<file path="src/rtl/servo_pkg.sv">
// Shared constants and FSM state type for the servo command frame writer.
package servo_pkg;

   localparam logic [7:0] SYNC_BYTE = 8'hFF;

   typedef enum logic [2:0] {
      IDLE   = 3'd0,
      CHAN   = 3'd1,
      POS    = 3'd2,
      SETUP  = 3'd3,
      STROBE = 3'd4
   } state_t;

endpackage

</file>
<file path="src/rtl/servo_cmd_writer.sv">
// Parses FF/channel/position byte frames and drives a one-cycle active-low latch strobe.
// Optional inter-byte timeout is compiled in with SERVO_CMD_TIMEOUT_EN.
module servo_cmd_writer
   import servo_pkg::*;
#(
   parameter int CHANNELS       = 4,
   parameter int NBITS          = 2,
   parameter int TIMEOUT_CYCLES = 1000
) (
   input  logic             clk,
   input  logic             rst_n,
   input  logic             rx_valid,
   input  logic [7:0]       rx_data,
   output logic             rx_ready,
   output logic [NBITS-1:0] address,
   output logic [7:0]       data,
   output logic             latch,
   output logic             err,
   output state_t           dbg_state
);

   // Upstream handshake: a byte moves only on a cycle where rx_valid and rx_ready are both high.

   if (CHANNELS > (2 ** NBITS) || TIMEOUT_CYCLES < 1) begin : g_bad_params
      $error("servo_cmd_writer: CHANNELS must fit in NBITS and TIMEOUT_CYCLES must be >= 1");
   end

   state_t           state_q;
   logic [NBITS-1:0] addr_q;
   logic [7:0]       data_q;
   logic             latch_q;
   logic             err_q;
   logic             ready_q;
   logic             accept;

   assign accept = rx_valid && ready_q;

`ifdef SERVO_CMD_TIMEOUT_EN
   localparam int TW = $clog2(TIMEOUT_CYCLES + 1);
   localparam logic [TW-1:0] TMR_LAST = TW'(TIMEOUT_CYCLES - 1);
   logic [TW-1:0] tmr_q;
   logic          timeout;

   // Only meaningful while waiting for a channel or position byte.
   assign timeout = (state_q == CHAN || state_q == POS) && !accept && (tmr_q == TMR_LAST);
`endif

   always_ff @(posedge clk or negedge rst_n) begin
      if (!rst_n) begin
         state_q <= IDLE;
         addr_q  <= '0;
         data_q  <= '0;
         latch_q <= 1'b1;
         err_q   <= 1'b0;
         ready_q <= 1'b1;
`ifdef SERVO_CMD_TIMEOUT_EN
         tmr_q   <= '0;
`endif
      end else begin
         err_q   <= 1'b0;
         latch_q <= 1'b1;
         case (state_q)
            IDLE: begin
               if (accept && rx_data == SYNC_BYTE) state_q <= CHAN;
            end
            CHAN: begin
               if (accept) begin
                  if (rx_data == SYNC_BYTE) begin
                     state_q <= CHAN;
                  end else if (int'(rx_data) < CHANNELS) begin
                     addr_q  <= rx_data[NBITS-1:0];
                     state_q <= POS;
                  end else begin
                     err_q   <= 1'b1;
                     state_q <= IDLE;
                  end
               end
`ifdef SERVO_CMD_TIMEOUT_EN
               else if (timeout) begin
                  err_q   <= 1'b1;
                  state_q <= IDLE;
               end
`endif
            end
            POS: begin
               if (accept) begin
                  data_q  <= rx_data;
                  ready_q <= 1'b0;
                  state_q <= SETUP;
               end
`ifdef SERVO_CMD_TIMEOUT_EN
               else if (timeout) begin
                  err_q   <= 1'b1;
                  state_q <= IDLE;
               end
`endif
            end
            SETUP: begin
               latch_q <= 1'b0;
               state_q <= STROBE;
            end
            STROBE: begin
               ready_q <= 1'b1;
               state_q <= IDLE;
            end
            default: begin
               ready_q <= 1'b1;
               state_q <= IDLE;
            end
         endcase
`ifdef SERVO_CMD_TIMEOUT_EN
         if (accept || timeout || !(state_q == CHAN || state_q == POS)) tmr_q <= '0;
         else tmr_q <= tmr_q + 1'b1;
`endif
      end
   end

   assign rx_ready  = ready_q;
   assign address   = addr_q;
   assign data      = data_q;
   assign latch     = latch_q;
   assign err       = err_q;
   assign dbg_state = state_q;

endmodule

</file>
<file path="config.mk">
export PLATFORM = sky130hd
export DESIGN_NAME = servo_cmd_writer
export DESIGN_NICKNAME = d
export VERILOG_FILES = /design/src/rtl/servo_pkg.sv /design/src/rtl/servo_cmd_writer.sv
export SDC_FILE = /design/constraint.sdc
export NUM_CORES = 1
export LEC_CHECK = 0
export ABC_AREA = 1
export BUFFER_PORTS_ARGS = -buffer_cell sky130_fd_sc_hd__buf_4
export CAP_MARGIN = 20
export CORE_UTILIZATION = 50
export CTS_BUF_LIST = sky130_fd_sc_hd__clkbuf_4 sky130_fd_sc_hd__clkbuf_8
export CTS_CLUSTER_SIZE = 10
export DETAILED_ROUTE_END_ITERATION = 10
export PLACE_DENSITY = 0.89
export SKIP_CTS_REPAIR_TIMING = 1
export SYNTH_ARGS = -nofsm -noshare
export SYNTH_HDL_FRONTEND = slang
export SYNTH_SLANG_ARGS = --single-unit
</file>
<file path="constraint.sdc">
create_clock -name clk -period 1.42 [get_ports clk]
set_input_delay 0.284 -clock clk [delete_from_list [all_inputs] [get_ports clk]]
set_output_delay 0.284 -clock clk [all_outputs]
set_load 0.02 [all_outputs]
</file>
* After elaboration in Yosys (flattened, before gate mapping)
Cells that the tools add are included.
** Storage, ports and cells
- Flip-flop bits (word level) :: 16
- Bits in latches :: 0
- RAM bits :: 0
- Memory bits (read-only) :: 0
- Input bits :: 11
- Output and inout bits :: 16
- Word-level logic and storage cells :: 37
- Memories kept :: 0
** Operators by class
- Add/sub/neg operators :: 0
- Multipliers :: 0
- Divide/modulo/power cells :: 0
- $lt $le $gt $ge :: 1
- Eq/ne operators :: 7
- Shift-type cells :: 0
- Multiplexer cells :: 13
- Bitwise operators :: 2
- Reductions and logical operators :: 8
** Operator list (count)
- $pmux W3 S4 :: 1
- $mux W3 :: 3
- $eq A8 B8 Y1 const B :: 1
- $lt A8 B3 Y1 const B :: 1
- $eq A3 B2 Y1 const B :: 2
- $mux W1 :: 6
- $ne A2 B2 Y1 const B :: 3
- $mux W2 :: 2
- $reduce_and A2 Y1 :: 2
- $reduce_and A4 Y1 :: 1
- $eq A3 B1 Y1 const B :: 1
- $logic_not A3 Y1 :: 1
- $reduce_and A3 Y1 :: 1
- $reduce_or A3 Y1 :: 1
- $logic_and A1 B1 Y1 :: 2
- $not A1 Y1 :: 2
- $pmux W1 S2 :: 1

* Depth between registers and ports, before layout
Gate-level depths: netlist (run 1).
- Word-level depth :: 5
- Depth in mapped cells :: 8
- Mapped depth without buffers :: 8

* Worst setup path before layout (run 1)
No wires, ideal clock.
- Kind :: register to register
- Start :: register ready_q, in the netlist rx_ready
- End :: register addr_q[0], in the netlist address[0]
- Setup time :: 0.117 ns
- Arrival time :: 1.115 ns
- Data required time :: 1.303 ns
- Slack :: 0.188 ns
- Cell stages (with the launch flop) :: 7
- Buffers on the path :: 1
- Clock period less this slack :: 1.232 ns
- Path through :: dfstp_2 nand2_2 inv_2 buf_6 nand4_1 nand2_1 nand2_1
** On the way
- Word-level cells in the longest chain between the ends :: 2
** RTL lines
- start: declaration :: line servo_cmd_writer.sv:33 : logic ready_q;
- start signal: assignment :: line servo_cmd_writer.sv:55 : ready_q <= 1'b1;
- start signal: assignment :: line servo_cmd_writer.sv:88 : ready_q <= 1'b0;
- start signal: assignment :: line servo_cmd_writer.sv:103 : ready_q <= 1'b1;
- $logic_and A1 B1 Y1 :: line servo_cmd_writer.sv:36 : assign accept = rx_valid && ready_q;
- $reduce_and A4 Y1 (no line)
- end signal: assignment :: line servo_cmd_writer.sv:71 : addr_q <= rx_data[NBITS-1:0];
- end: declaration :: line servo_cmd_writer.sv:29 : logic [NBITS-1:0] addr_q;
No other way between the ends.
A chain may end at the register's enable or synchronous reset.

* Worst setup path in the final report (run 1)
- Start :: register ready_q, in the netlist rx_ready
- End :: output port rx_ready
** RTL lines
- end: declaration :: line servo_cmd_writer.sv:14 : output logic rx_ready,
No word-level cell between the ends.

==> metrics.cfg, run 1 <==
[synthesis]
synth.top_cells.by_area = dfrtp_1 47%, nand2_1 20%, dfstp_2 7.0%
yosys_warnings = 0
synth-seq-area-share_pct = 53.58
yosysTopAreaCell = dfrtp_1
synth_fp_nets = 105
synth_area_um2 = 752.0
yosysMostFrequentCell = nand2_1
syn_avg_cell_area_um2 = 8.000
synth_cells = 94
synth_top_cell_area_share_pct = 46.59
synth_flop_cell = dfrtp_1
yosys_register_bits = 16
synthArstFlopShare_pct = 100.0
synthTopCellsByCount = 41 x nand2_1, 14 x dfrtp_1, 9 x nand3_1
synth_edf_count = 0
yosys.cell_types.count = 15

[worst_hold_path]
whs_endpoint = address[1]$_DFFE_PN0P_
holdPathStages = 3
hp-start = rx_data[1]
hold_class = in2reg

[setup_path]
worst_setup_path_start_kind = register
reg2reg_slack_ps = 160
crit_slowest_cell = dfstp_2
cp_top_family = flip-flops
worst_r2r_endpoint = address[1]$_DFFE_PN0P_
critPathKind = reg2out
cp_cell_sequence = buf_4
crit_path_end_kind = output pin
required_ps = 1140
ff2ff_path_depth = 6
crit_path_max_incr_delay_ps = 570
rr_startpoint = rx_ready$_DFFE_PN1P_
cp_max_fo = 3
crit_buf_inv = 1
worstPathArrival_ps = 1010

[global_route]
antenna_found_initial = 0
grt_max_degree = 17
grt_pass1_wl_mm = 2.380
grt.overflow.total = 0
track_usage_pct = 22.81
first_global_vias = 564

[sta]
setup_violations = 0
hold_violations = 0
max_freq_mhz = 775.3
skew_ps = 3.783
tightest_slew_ps = 282.5
finalWorstSetupSlack_ps = 130.1
timing.final.crit_share_pct = 90.84
period_needed_ps = 1290
finalSetupTns_ps = 0
slew_headroom_pct = 81.14
rsz0062_at_grt = false
maxSlewViolCount = 0

[placement]
routabilityCongestion = 0.8554
dpl.hpwl_mm = 1.187
place_ws_ps = 176.4
dpl-instance-area_um2 = 950.9
io_buffers = 26

[detailed_routing]
num_vias = 704
post_drt_wl_per_cell_um = 11.79
detail_route.drc_violations = 0
viasPerCell = 5.065
ant_nets = 0
routed_wl_mm = 1.639
firstDrtPassIters = 4
first_iter_violations = 25

[cts]
h-tree-depth = 1
cts_sinks = 16
clock_latency_ps = 290
cts_max_path_buffers = 2
numCtsBuffers = 3
cts_tree = yes
cts_root_buf = clkbuf_4
clk_pin_slew_ps = 90

[floorplanning]
core-area_mm2 = 0.001350
die_area_mm2 = 0.001663
num_io_pins = 27
rows = 13
die_w_um = 40.78
die_y_um = 40.78
initial_core_util_pct = 55.70

[power]
vdd_drop_max_mv = 0.9465
p_per_area_mw_per_mm2 = 1508
p_leak_nw = 0.5662

[finish]
nNetsFinal = 136
final.fill_count = 102
layout-drive-gt1-share_pct = 33.06
design_area_um2 = 997.2
area_growth_pct = 32.61
diodes = 0

[flow_run]
drv_cap = 0

[outcome]
status = complete, no violations

-- cells by family after synthesis --
group                  share of synthesized area (%)
buffers and inverters                          6.988
flip-flops                                     53.58
AO/OA/AOI/OAI                                  1.664
AND/OR/NAND/NOR                                37.77
-- layout make-up --
cell class	instances	area [um^2]	share of cell area (%)
multi-input cells	68	296.5	29.74
flip-flops and latches	16	402.9	40.40
repair buffers	28	212.7	21.33
clock buffers	4	36.28	3.639
well taps	15	18.77	1.882
inverters	8	30.03	3.011
-- how the worst max path moves through the flow --
stage	from	endpoint	slack [ps]	depth (start not counted)
floorplan	rx_ready$_DFFE_PN1P_	address[0]$_DFFE_PN0P_	190	6
global placement	rx_ready$_DFFE_PN1P_	address[1]$_DFFE_PN0P_	220	6
detailed placement	rx_ready$_DFFE_PN1P_	address[1]$_DFFE_PN0P_	180	6
CTS	rx_ready$_DFFE_PN1P_	rx_ready	130	1
global route	dbg_state[2]$_DFFE_PN0P_	dbg_state[0]$_DFFE_PN0P_	60	8
finish	rx_ready$_DFFE_PN1P_	rx_ready	130	1
-- layer usage --
layer  part of all wire [%]  GRT usage, %  vias up
met5                      0             0        -
met4                    1.6         12.50        0
met3                    6.2         8.152        5
met2                     48         34.38       26
met1                     44         27.95      322
li1                       -             -      351
-- metrics by stage --
stage / power, W / hold slack [ps] / util [%] / instances
2_1_floorplan: 0.0009718 / -11.59 / - / 94
3_3_place_gp: 0.001187 / 150.2 / 70.44 / 134
3_5_place_dp: 0.001207 / 153.5 / 70.44 / 134
4_1_cts: 0.001509 / -159.7 / 73.12 / 138
5_1_grt: 0.001602 / 202.8 / 73.86 / 139
6_report: 0.001504 / 213.5 / 73.86 / 139
-- placed cells by master (no fill, tap or decap), drive strengths merged --
| cell | Yosys | final |
|---|---|---|
| dlygate4sd3 | 0 | 1 |
| nor3 | 2 | 2 |
| nand4 | 1 | 1 |
| dfstp | 2 | 2 |
| clkbuf | 0 | 4 |
| o31ai | 1 | 1 |
| dfrtp | 14 | 14 |
| inv | 8 | 8 |
| nor2 | 10 | 10 |
| nand2 | 44 | 44 |
| buf | 2 | 27 |
| nand3 | 9 | 9 |
| o21ai | 1 | 1 |
-- registers in the layout (all words and copies together), names as in the netlist --
register and flops:
address 2, data 8, dbg_state 3, err 1, latch 1, rx_ready 1
-- worst min-delay path: stages --
cell	delay [ps]
buf_4	90
nand2_1	50
nand2_1	60
-- power breakdown --
group	internal (W)	switching [W]	leakage [nW]
Sequential	0.000568	0.0000657	0.206
Combinational	0.000222	0.000347	0.339
Clock	0.000156	0.000145	0.0210
Total	0.000945	0.000558	0.566
Note: power is estimated with default switching activity, not from simulation.
==> run 2: changes to the inputs <==
--- a/config.mk
+++ b/config.mk
@@ -8,11 +8,12 @@
 export ABC_AREA = 1
 export BUFFER_PORTS_ARGS = -buffer_cell sky130_fd_sc_hd__buf_4
 export CAP_MARGIN = 20
-export CORE_UTILIZATION = 50
+export CORE_ASPECT_RATIO = 0.7
+export CORE_UTILIZATION = 40
 export CTS_BUF_LIST = sky130_fd_sc_hd__clkbuf_4 sky130_fd_sc_hd__clkbuf_8
 export CTS_CLUSTER_SIZE = 10
 export DETAILED_ROUTE_END_ITERATION = 10
-export PLACE_DENSITY = 0.89
+export PLACE_DENSITY = 0.76
 export SKIP_CTS_REPAIR_TIMING = 1
 export SYNTH_ARGS = -nofsm -noshare
 export SYNTH_HDL_FRONTEND = slang
==> metrics.cfg, run 2 (synthesis results as in run 1) <==
[detailed_routing]
ant_nets = 0  ; unchanged
detail_route.drc_violations = 0  ; unchanged
first_iter_violations = 15  ; -40%
post_drt_wl_per_cell_um = 11.28  ; -4.3%
num_vias = 684  ; -2.8%
routed_wl_mm = 1.636  ; -0.18%
firstDrtPassIters = 2  ; -2
viasPerCell = 4.717  ; -6.9%

[setup_path]
cp-startpoint = rx_ready$_DFFE_PN1P_
worst_r2r_endpoint = address[1]$_DFFE_PN0P_
critPathKind = reg2out
rr_startpoint = rx_ready$_DFFE_PN1P_
worst_setup_path_start_kind = register
ff2ff_path_depth = 6  ; unchanged
crit_end = rx_ready
crit_path_max_incr_delay_ps = 560  ; about the same
reg2reg_slack_ps = 180  ; +20 ps
cp_max_fo = 3  ; unchanged
cp_num_cells = 1  ; unchanged
worstPathArrival_ps = 990  ; -20 ps
crit_buf_inv = 1  ; unchanged
crit_path_end_kind = output pin
cp_top_family = flip-flops
cp_cell_sequence = buf_4
crit_slowest_cell = dfstp_2
required_ps = 1140  ; about the same

[floorplanning]
rows = 12  ; -1
die_w_um = 53.82  ; +32%
initial_core_util_pct = 45.12  ; -11 points
core-area_mm2 = 0.001667  ; +23%
die_y_um = 38.28  ; -6.1%
num_io_pins = 27  ; unchanged
die_area_mm2 = 0.002060  ; +24%

[sta]
timing.final.crit_share_pct = 89.55  ; -1.3 points
finalSetupTns_ps = 0  ; unchanged
tightest_slew_ps = 286.6  ; +4.071 ps
maxSlewViolCount = 0  ; unchanged
finalWorstSetupSlack_ps = 148.4  ; +18.26 ps
period_needed_ps = 1272  ; -18.26 ps
max_freq_mhz = 786.4  ; +1.4%
skew_ps = 3.232  ; -0.5509 ps
rsz0062_at_grt = false
setup_violations = 0  ; unchanged
slew_headroom_pct = 80.75  ; -0.40 points
hold_violations = 0  ; unchanged

[cts]
clk_pin_slew_ps = 90  ; about the same
cts_sinks = 16  ; unchanged
cts_max_path_buffers = 2  ; unchanged
cts_root_buf = clkbuf_4
h-tree-depth = 1  ; unchanged
cts_tree = yes
clock_latency_ps = 290  ; about the same
numCtsBuffers = 3  ; unchanged

[finish]
diodes = 0  ; unchanged
mostFrequentLayoutCell = nand2_1
layout_common_cells = 41 x nand2_1, 27 x buf_4, 14 x dfrtp_1, 9 x nand3_1, 7 x nor2_1
layout-drive-gt1-share_pct = 33.06  ; unchanged
largest_reg_flops = 8  ; unchanged
nNetsFinal = 136  ; unchanged
area_growth_pct = 33.61

[global_route]
first_global_vias = 614  ; +8.9%
track_usage_pct = 18.72  ; -4.1 points
antenna_found_initial = 0  ; unchanged
grt_max_degree = 17  ; unchanged
grt_pass1_wl_mm = 2.573  ; +8.1%
grt.overflow.total = 0  ; unchanged

[power]
p_per_area_mw_per_mm2 = 1498  ; -0.66%
vdd_drop_max_mv = 0.9244  ; -2.3%
p_leak_nw = 0.5662  ; unchanged

[outcome]
status = complete, no violations

[worst_hold_path]
hold_class = in2reg

[flow_run]
drv_cap = 0  ; unchanged

[placement]
place_ws_ps = 196.8  ; +20.44 ps
io_buffers = 26  ; unchanged
routabilityCongestion = 0.7691  ; -10%
dpl.hpwl_mm = 1.265  ; +6.5%

==> run 2: cell counts in the layout (fill, tap and decap cells not counted) <==
Identical to the previous run, type by type.
==> run 2: per-stage QoR <==
step / util [%] / hold slack, ps / instances / total power, W / area (um^2)
floorplan: - / -11.59 / 94 / 0.0009718 / 752.0
finish: 60.29 / 212.6 / 145 / 0.001505 / 1005
global placement: 57.51 / 152.9 / 140 / 0.001190 / 958.4
detailed placement: 57.51 / 157.8 / 140 / 0.001211 / 958.4
global route: 60.29 / 211.8 / 145 / 0.001607 / 1005
CTS: 59.68 / -169.0 / 144 / 0.001523 / 994.7
==> run 2: how the worst min path moves through the flow <==
stage               start                     end  cells after the start
6_report       rx_data[0]  address[0]$_DFFE_PN0P_                      3
2_1_floorplan       rst_n  address[0]$_DFFE_PN0P_                      0
3_5_place_dp        rst_n     data[7]$_DFFE_PN0P_                      1
4_1_cts             rst_n     data[3]$_DFFE_PN0P_                      1
5_1_grt        rx_data[0]  address[0]$_DFFE_PN0P_                      3
3_3_place_gp        rst_n     data[6]$_DFFE_PN0P_                      1
==> run 2: final cells by class <==
type,count,area [um^2]
Clock buffer,4,36.28
Timing Repair Buffer,28,212.7
Multi-Input combinational cell,68,296.5
Fill cell,150,661.9
Sequential cell,16,402.9
Inverter,8,30.03
Tap cell,21,26.28
==> run 2: report_power, final <==
group | internal, W | switching (W)
clock | 0.000156 | 0.000149
sequential | 0.000567 | 0.0000664
combinational | 0.000222 | 0.000344
==> run 2: per-layer routing <==
metal | routed length [um] | vias up | share of wire (%) | track usage (%)
li1 | - | 351 | - | -
met1 | 840 | 313 | 51 | 23.48
met2 | 677 | 20 | 41 | 27.78
met3 | 119 | 0 | 7.3 | 9.127
met4 | 0 | 0 | 0 | 6.579
met5 | 0 | - | 0 | 0
==> run 3: changes to the inputs <==
--- a/config.mk
+++ b/config.mk
@@ -5,15 +5,16 @@
 export SDC_FILE = /design/constraint.sdc
 export NUM_CORES = 1
 export LEC_CHECK = 0
-export ABC_AREA = 1
 export BUFFER_PORTS_ARGS = -buffer_cell sky130_fd_sc_hd__buf_4
 export CAP_MARGIN = 20
+export CELL_PAD_IN_SITES_DETAIL_PLACEMENT = 2
+export CELL_PAD_IN_SITES_GLOBAL_PLACEMENT = 2
 export CORE_ASPECT_RATIO = 0.7
-export CORE_UTILIZATION = 40
+export CORE_UTILIZATION = 31
 export CTS_BUF_LIST = sky130_fd_sc_hd__clkbuf_4 sky130_fd_sc_hd__clkbuf_8
 export CTS_CLUSTER_SIZE = 10
 export DETAILED_ROUTE_END_ITERATION = 10
-export PLACE_DENSITY = 0.76
+export PLACE_DENSITY = 0.88
 export SKIP_CTS_REPAIR_TIMING = 1
 export SYNTH_ARGS = -nofsm -noshare
 export SYNTH_HDL_FRONTEND = slang
==> metrics.cfg, run 3 <==
[sta]
hold_violations = 0  ; unchanged
finalWorstSetupSlack_ps = -77.61  ; -226.0 ps
slew_headroom_pct = 84.90  ; +4.2 points
timing.final.crit_share_pct = 105.5  ; +16 points
setup_violations = 5  ; +5
period_needed_ps = 1498  ; +226.0 ps
max_freq_mhz = 667.7  ; -15%
skew_ps = 12.17  ; +8.936 ps
rsz0062_at_grt = true
finalSetupTns_ps = -173.1  ; -173.1 ps
tightest_slew_ps = 225.8  ; -60.84 ps
maxSlewViolCount = 0  ; unchanged

[placement]
dpl.hpwl_mm = 1.645  ; +30%
routabilityCongestion = 0.8111  ; +5.5%
io_buffers = 26  ; unchanged

[power]
p_per_area_mw_per_mm2 = 740.4  ; -51%
power_switching_w = 0.0001935  ; -65%
clkPwrFrac_pct = 38.2  ; +18 points
power_w = 0.0008393  ; -44%
combPwrFrac_pct = 7.5  ; -30 points
vdd_drop_max_mv = 0.5015  ; -46%
p_int_w = 0.0006458  ; -32%
p_leak_nw = 0.5803  ; +2.5%
pwr-share-seq_pct = 54.3  ; +12 points
swShare_pct = 23.05  ; -14 points

[detailed_routing]
detail_route.drc_violations = 0  ; unchanged
viasPerCell = 5.035  ; +6.7%
post_drt_wl_per_cell_um = 20.23  ; +79%
routed_wl_mm = 2.306  ; +41%
num_vias = 574  ; -16%
firstDrtPassIters = 2  ; unchanged
first_iter_violations = 13  ; -2
ant_nets = 0  ; unchanged

[synthesis]
yosys.area_share.simple_pct = 16.97  ; -21 points
synth_cells = 46  ; -51%
synth-xor-area-share_pct = 0  ; unchanged
synth_flop_cell = dfrtp_1
synth-seq-area-share_pct = 59.41  ; +5.8 points
synth_compound_area_share_pct = 3.690  ; +2.0 points
synth_area_um2 = 678.2  ; -9.8%
synthArstFlopShare_pct = 100.0  ; unchanged
yosys-mux-area-fraction_pct = 19.37  ; +19 points
synthTopCellsByCount = 14 x dfrtp_1, 9 x mux2_2, 2 x dfstp_2, 2 x mux2_4, 2 x nand2_1
synth.top_cells.by_area = dfrtp_1 52%, mux2_2 15%, dfstp_2 7.7%
yosysTopAreaCell = dfrtp_1
yosys_warnings = 0  ; unchanged
synth_fp_nets = 57  ; -46%
yosysMostFrequentCell = dfrtp_1
yosys.cell_types.count = 22  ; +7
synth_top_cell_area_share_pct = 51.66  ; +5.1 points
yosys_register_bits = 16  ; unchanged
synth_top_family_by_area = multiplexers
syn_avg_cell_area_um2 = 14.74  ; +84%
synth_adder_area_share_pct = 0  ; unchanged
synth_edf_count = 0  ; unchanged

[global_route]
grt.overflow.total = 0  ; unchanged
grt_pass1_wl_mm = 3.601  ; +40%
first_global_vias = 654  ; +6.5%
antenna_found_initial = 0  ; unchanged
track_usage_pct = 22.83  ; +4.1 points
grt_max_degree = 17  ; unchanged

[floorplanning]
num_io_pins = 27  ; unchanged
die_y_um = 41.13  ; +7.5%
initial_core_util_pct = 34.74  ; -10 points
core-area_mm2 = 0.001952  ; +17%
rows = 13  ; +1
die_area_mm2 = 0.002381  ; +16%
die_w_um = 57.90  ; +7.6%

[finish]
final.fill_count = 168  ; +12%
nNetsFinal = 104  ; -24%
diodes = 0  ; unchanged
layout_common_cells = 39 x buf_4, 12 x dfrtp_1, 10 x mux2_4, 3 x clkbuf_4
area_growth_pct = 67.16
largest_reg_flops = 8  ; unchanged
layout-drive-gt1-share_pct = 73.91  ; +41 points
mostFrequentLayoutCell = buf_4

[setup_path]
cp_max_fo = 3  ; unchanged
required_ps = 1610  ; +470 ps
crit_path_end_kind = register
worstPathArrival_ps = 1680  ; +690 ps
critPathKind = reg2reg
crit_end = address[1]$_DFFE_PN0P_
worst_r2r_endpoint = address[1]$_DFFE_PN0P_
cp-startpoint = rx_ready$_DFFE_PN1P_
reg2reg_slack_ps = -80  ; -260 ps
worst_setup_path_start_kind = register
rr_startpoint = rx_ready$_DFFE_PN1P_
ff2ff_path_depth = 4  ; -2

[cts]
numCtsBuffers = 3  ; unchanged
h-tree-depth = 1  ; unchanged
clock_latency_ps = 300  ; about the same
clk_pin_slew_ps = 110  ; +20 ps
cts_max_path_buffers = 2  ; unchanged
cts_sinks = 16  ; unchanged
cts_tree = yes
cts_root_buf = clkbuf_4

[flow_run]
drv_cap = 0  ; unchanged

[worst_hold_path]
holdPathStages = 2  ; -1
hold_class = in2reg

[outcome]
violations = negative setup slack
status = finished, violations left

==> run 3: layout make-up <==
| type | instances | area, um^2 | share of cell area, % |
|---|---|---|---|
| Sequential cell | 16 | 405.4 | 35.76 |
| Timing Repair Buffer | 42 | 334.1 | 29.47 |
| Multi-Input combinational cell | 29 | 326.6 | 28.81 |
| Clock buffer | 4 | 36.28 | 3.201 |
| Tap cell | 22 | 27.53 | 2.428 |
| Inverter | 1 | 3.754 | 0.3311 |
==> run 3: layer usage <==
metal	track usage, %	vias to the layer above	share of wire (%)
met5	0	-	0
met4	6.548	0	1.1
met2	40.80	22	47
met3	7.571	4	5.3
li1	-	257	-
met1	27.20	291	47
==> run 3: worst min-delay path by stage <==
| stage | slack (ps) | from | endpoint |
|---|---|---|---|
| floorplan | -10 | rst_n | address[0]$_DFFE_PN0P_ |
| global placement | 150 | rst_n | data[7]$_DFFE_PN0P_ |
| detailed placement | 160 | rst_n | data[7]$_DFFE_PN0P_ |
| CTS | -180 | rst_n | data[5]$_DFFE_PN0P_ |
| global route | 220 | rx_data[4] | data[4]$_DFFE_PN0P_ |
| finish | 230 | rx_data[4] | data[4]$_DFFE_PN0P_ |
==> run 3: power groups by stage <==
| stage | Sequential, W | Clock, W | Combinational (W) |
|---|---|---|---|
| floorplan | 0.000464 | 0 | 0.00000472 |
| global placement | 0.000464 | 0 | 0.0000557 |
| detailed placement | 0.000464 | 0 | 0.0000595 |
| CTS | 0.000456 | 0.000332 | 0.0000603 |
| global route | 0.000456 | 0.000351 | 0.0000678 |
| finish | 0.000456 | 0.000320 | 0.0000634 |
==> run 3: kinds of logic after synthesis <==
logic type             after synthesis
AOI/OAI and AO/OA                    3
DFF                                 16
muxes                               11
buffers and inverters                1
and+or+nand+nor                     15
==> run 3: per-stage QoR <==
stage                     hold slack, ps  utilization [%]  setup slack, ps  instance area (um^2)  instances
final                              231.2            58.08           -77.61                  1134        114
after global routing               221.8            58.08           -108.7                  1134        114
after CTS                         -184.9            54.55           -123.7                  1065        112
after detailed placement           159.9            52.69           -321.6                  1028        108
after global placement             152.8            52.69           -279.9                  1028        108
after floorplan                   -11.59                -           -156.9                 688.2         46
==> run 3: critical path: stages, from the launching register on <==
cell      delay [ps]
dfstp_2          570
nand2_4           80
a211oi_4         210
and3_4           240
mux2_4           290
